==> config.mk <==
export PLATFORM = sky130hd
export DESIGN_NAME = mem_arbiter
export DESIGN_NICKNAME = d
export VERILOG_FILES = /design/src/rtl/mem_arbiter.sv
export SDC_FILE = /design/constraint.sdc
export NUM_CORES = 1
export LEC_CHECK = 0
export CORE_AREA = 2 2 97 99
export DETAILED_ROUTE_END_ITERATION = 6
export DIE_AREA = 0 0 99 101
export PLACE_DENSITY = 0.86
export SYNTH_ARGS = -nofsm -noshare
export SYNTH_HDL_FRONTEND = slang
export SYNTH_SLANG_ARGS = --single-unit
==> constraint.sdc <==
create_clock -name clk1 -period 5.6 [get_ports clk1]
set_input_delay 0.84 -clock clk1 [delete_from_list [all_inputs] [get_ports clk1]]
set_output_delay 0.84 -clock clk1 [all_outputs]
set_load 0.02 [all_outputs]
==> src/rtl/mem_arbiter.sv <==
`default_nettype none
// ============================================================================
// Module   : mem_arbiter
// Purpose  : Single-port memory arbiter (loader > data > fetch) with tagged
//            1-cycle read return; optional fetch starvation guard enabled by
//            the ARB_STARVE_GUARD_EN macro.
// Revision : 1.0
// ============================================================================
module mem_arbiter #(
  parameter int AW         = 10,
  parameter int DW         = 32,
  parameter int STARVE_MAX = 4
) (
  input  logic          clk1,
  input  logic          rst,
  input  logic          if_req,
  input  logic [AW-1:0] if_addr,
  output logic          if_gnt,
  output logic          if_rvalid,
  output logic [DW-1:0] if_rdata,
  input  logic          dm_req,
  input  logic          dm_we,
  input  logic [AW-1:0] dm_addr,
  input  logic [DW-1:0] dm_wdata,
  output logic          dm_gnt,
  output logic          dm_rvalid,
  output logic [DW-1:0] dm_rdata,
  input  logic          ld_req,
  input  logic [AW-1:0] ld_addr,
  input  logic [DW-1:0] ld_wdata,
  output logic          ld_gnt,
  output logic          mem_en,
  output logic          mem_we,
  output logic [AW-1:0] mem_addr,
  output logic [DW-1:0] mem_wdata,
  input  logic [DW-1:0] mem_rdata,
  output logic [2:0]    starve_cnt
);

  localparam logic [2:0] c_starve_max = 3'(STARVE_MAX);

  logic          w_promote;
  logic          w_rd_issue;
  logic [2:0]    w_starve_cnt;
  logic          r_rd_pend;
  logic          r_rd_dm;
  logic [DW-1:0] r_if_hold;
  logic [DW-1:0] r_dm_hold;

`ifdef ARB_STARVE_GUARD_EN
  localparam bit c_guard_en = 1'b1;
  logic [2:0] r_starve_cnt;

  // Loader cycles freeze the count: fetch was not denied by data there.
  always_ff @(posedge clk1 or posedge rst) begin
    if (rst) begin
      r_starve_cnt <= 3'd0;
    end else if (if_req && !if_gnt && !ld_req) begin
      if (r_starve_cnt != c_starve_max)
        r_starve_cnt <= r_starve_cnt + 3'd1;
    end else if (if_gnt || !if_req) begin
      r_starve_cnt <= 3'd0;
    end
  end
  assign w_starve_cnt = r_starve_cnt;
`else
  localparam bit c_guard_en = 1'b0;
  assign w_starve_cnt = 3'd0;
`endif

  assign starve_cnt = w_starve_cnt;
  assign w_promote  = c_guard_en && (w_starve_cnt == c_starve_max) && !ld_req;

  always_comb begin
    ld_gnt = ld_req;
    dm_gnt = 1'b0;
    if_gnt = 1'b0;
    if (!ld_req) begin
      if (if_req && (w_promote || !dm_req))
        if_gnt = 1'b1;
      else
        dm_gnt = dm_req;
    end
  end

  always_comb begin
    mem_en    = ld_gnt | dm_gnt | if_gnt;
    mem_we    = 1'b0;
    mem_addr  = '0;
    mem_wdata = '0;
    if (ld_gnt) begin
      mem_we    = 1'b1;
      mem_addr  = ld_addr;
      mem_wdata = ld_wdata;
    end else if (dm_gnt) begin
      mem_we    = dm_we;
      mem_addr  = dm_addr;
      mem_wdata = dm_wdata;
    end else if (if_gnt) begin
      mem_addr  = if_addr;
    end
  end

  assign w_rd_issue = if_gnt | (dm_gnt & ~dm_we);

  assign if_rvalid = r_rd_pend & ~r_rd_dm;
  assign dm_rvalid = r_rd_pend &  r_rd_dm;
  assign if_rdata  = if_rvalid ? mem_rdata : r_if_hold;
  assign dm_rdata  = dm_rvalid ? mem_rdata : r_dm_hold;

  // Owner tag for the read in flight; the hold registers keep the last return.
  always_ff @(posedge clk1 or posedge rst) begin
    if (rst) begin
      r_rd_pend <= 1'b0;
      r_rd_dm   <= 1'b0;
      r_if_hold <= '0;
      r_dm_hold <= '0;
    end else begin
      r_rd_pend <= w_rd_issue;
      r_rd_dm   <= dm_gnt;
      if (if_rvalid) r_if_hold <= mem_rdata;
      if (dm_rvalid) r_dm_hold <= mem_rdata;
    end
  end

endmodule
`default_nettype wire

Word-level counts from Yosys, hierarchy flattened. Cells that the tools add are included.

Multiplexer cells: 13. Bitwise gates (word level): 8. Reduce and logical (&&, ||, !) cells: 2.

Operator list (number): 2-to-1 mux 32 bit (4); 2-to-1 mux 10 bit (3); 2-to-1 mux 1 bit (6); AND 1 bit (3); bitwise OR 1 bit (3); NOT 1 bit (2); logical AND 1 bit (1); zero test 1 bit (1).

Register bits: 66. Bits of input ports: 132. Output and inout port bits: 116. Word-level logic and storage cells: 27.

Logic depth before layout (Yosys ltp).
Word-level depth: 7. Depth in mapped cells: 4. Gate-level depth less buffers: 2.

Worst setup path after synthesis. OpenSTA, ideal clock, no wires.

Path type: in2out. Start point: input port ld_req. End point: output port if_gnt. Arrival: 1.712 ns. Slack: 3.048 ns. Stages on the path: 3. Buffers on the path: 2. Cell sequence: buf_2 > clkbuf_1 > nor3b_1.

Cells in the longest elaborated chain, start to end: 1.

RTL lines: start, declared (line 28) `input logic ld_req,`; 2-to-1 mux 1 bit (line 78) `if (!ld_req) begin`; end, declared (line 18) `output logic if_gnt,`.

No other way between the ends.

Worst setup path after layout.
Start point: input port dm_req. End point: output port mem_wdata[10].

Cells in the longest elaborated chain, start to end: 6.

RTL lines: start, declared (line 21) `input logic dm_req,`; zero test 1 bit (line 79) `if (if_req && (w_promote || !dm_req))`; logical AND 1 bit (line 79); 2-to-1 mux 1 bit (*) (line 79); 2-to-1 mux 1 bit (*) (line 78); 2-to-1 mux 32 bit (*) (line 95) `end else if (dm_gnt) begin`; 2-to-1 mux 32 bit (*) (line 91) `if (ld_gnt) begin`; end, declared (line 35) `output logic [DW-1:0] mem_wdata,`.

Every way passes the cells marked *; elsewhere a longest branch is shown, timed or not.

==> impl_metrics.yaml <==
yosys:
  synth_cell_types: 20
  netlist_instances: 237
  syn_area_per_cell_sq_um: 13.8
  ys_seq_area_frac: 0.506
  synth.ff_latch_count: 66
  syn_area_sq_um: 3270
  yosysWarnings: 0
clocking:
  cts_buffers: 9
  clk_pin_slew_ps: 70
  post_cts_buffers: 0
  ctsResizeCount: 0
  ctsHoldBuffers: 0
  cts_tree: "yes"
  clockRootBuffer: "clkbuf_8"
  cts.sinks: 66
  clock_latency_ps: 340
  cts_max_level: 3
  clock_path_buffers: 2
grt:
  antenna_found_initial: 1
  grt_pass1_vias: 3055
  grt_max_degree: 67
  overflow: 0
  grt_use_total: 0.217
  grt_pass1_wl_mm: 16.5
run:
  drv_cap: 0
drt:
  vias: 2853
  postRouteAntennaNets: 0
  drt_first_pass_iters: 4
  viasPerCell: 4.84
  wl_per_cell_microns: 18.6
  drc: 0
  routed_wl_mm: 11.0
  drt_iter0_drc: 52
sta:
  clock_skew_ps: 13.5
  setup_viol: 0
  final_hold_viol_count: 0
  fin_ws_ps: 1870
  rsz0062_at_grt: "no"
  period_share: 0.666
  slew_headroom: 0.390
  min_period_ps: 3730
  maxSlewViolCount: 0
  max_freq_mhz: 268
  worst_pin_slew_ps: 915
  fin_setup_tns_ps: 0
floorplanning:
  fp.dieW_microns: 99
  coreArea_sq_um: 8980
  start_util: 0.364
  row_count: 35
  die_h_microns: 101
  dieArea_sq_um: 10000
  boundaryPins: 248
placement:
  dp_slack_ps: 1900
  dpl.hpwl_mm: 8.65
  io_buffers: 244
  gp_congestion: 0.935
critical_path:
  critPathArrivalTime_ps: 2890
  r2r-start: "r_rd_dm$_DFF_PP0_"
  cp.required_ps: 4760
  crit_start: "dm_req"
  critical_path.slowest_cell: "clkdlybuf4s50_1"
  slowest_delay_ps: 620
  start_kind: "primary input"
  crit_chain: "clkdlybuf4s50_1, buf_4, nor2b_2, buf_4, a22o_1, clkdlybuf4s50_1"
  criticalPathCategory: "primary input to output pin"
  cp_top_family: "buffers and inverters"
  r2r_cells: 3
  cp_max_fo: 34
  crit_buf_inv: 4
  cp-end-kind: "output pin"
  path_depth: 6
cells_and_area:
  layout_common_cells: "243 x clkdlybuf4s50_1, 66 x dfrtp_1, 35 x mux2_2, 32 x a22o_1, 29 x mux2_4"
  mostFrequentLayoutCell: "clkdlybuf4s50_1"
  n_antenna_cell: 0
  fin_util: 0.658
  fin_nets: 606
  syn_to_final_growth_pct: 80.9
  layout-drive-gt1-share: 0.186
hold_path:
  hold_path.class: "register to register"
  min-delay-start: "r_if_hold[20]$_DFF_PP0_"
  hold_depth: 1
power:
  ir_worst_vdd_mv: 0.124
  sequentialPowerShare: 0.334
  leakage_uw: 0.00244
  intPower_uw: 1260
  power_density_nw_per_um2: 306
  clockPowerShare: 0.246
  p_comb_frac: 0.420
  p_sw_uw: 554
  swShare: 0.306
outcome:
  outcome: "finished clean"
power by group through the flow:
stage          Sequential, uW  Combinational, uW  Clock [uW]
2_1_floorplan             602                391           0
3_3_place_gp              606                750           0
3_5_place_dp              613                762           0
4_1_cts                   605                767         461
5_1_grt                   615                797         488
6_report                  604                760         445
final cells by class:
| type | count | area [sq um] |
|---|---|---|
| Clock buffer | 10 | 138 |
| Multi-Input combinational cell | 147 | 1420 |
| Timing Repair Buffer | 248 | 2470 |
| Inverter | 2 | 7.51 |
| Clock inverter | 6 | 88.8 |
| Fill cell | 680 | 3070 |
| Sequential cell | 66 | 1650 |
| Tap cell | 111 | 139 |
Yosys cell counts, drive strengths merged:
library cell	count	share of area
a22o	32	0.086
or3	1	0.0019
clkbuf	5	0.0057
a21o	1	0.0023
a21oi	20	0.031
nor3b	1	0.0023
nor2	2	0.0023
conb	1	0.0011
buf	19	0.056
inv	2	0.0023
nor2b	12	0.025
nand3b	10	0.023
mux2	64	0.25
nand2	1	0.0019
dfrtp	66	0.51
per-layer routing:
metal  wire length [microns]  track usage  vias to the layer above
li1                        -            -                     1328
met1                    4180        0.246                     1361
met2                    5640        0.374                      144
met3                     908       0.0825                       18
met4                     250       0.0811                        2
met5                      13            0                        -
worst reg2reg max path: stages (launching register included):
cell and delay (ps):
dfrtp_1 410, nor2b_4 580, buf_4 440, mux2_2 390
through the flow:
stage / instances / cell area [sq um] / hold slack, ps / total power (uW)
finish: 590 / 5910 / 495 / 1810
global route: 590 / 5910 / 501 / 1900
CTS: 590 / 5910 / 495 / 1830
detailed placement: 574 / 5680 / 480 / 1380
global placement: 574 / 5680 / 474 / 1360
floorplan: 239 / 3270 / 523 / 992
registers in the layout (all words and copies together) (netlist names):
name / cells
r_dm_hold: 32
r_if_hold: 32
r_rd_pend: 1
r_rd_dm: 1
path summary, 6_finish.rpt:
kind                       slack (ps)                      end
max                              1870            mem_wdata[10]
max in group asynchronous        4000  r_dm_hold[31]$_DFF_PP0_
min reg2reg                       500  r_if_hold[20]$_DFF_PP0_
min in group asynchronous        1070   r_if_hold[6]$_DFF_PP0_
max reg2reg                      3670  r_if_hold[31]$_DFF_PP0_
min                               500  r_if_hold[20]$_DFF_PP0_
cell families after synthesis:
family | share of synthesized area
mux | 0.254
compound gates | 0.119
buf+inv | 0.0640
flops | 0.506
simple gates | 0.0567
other cells | 0.00115
(Power assumes the default switching activity.)
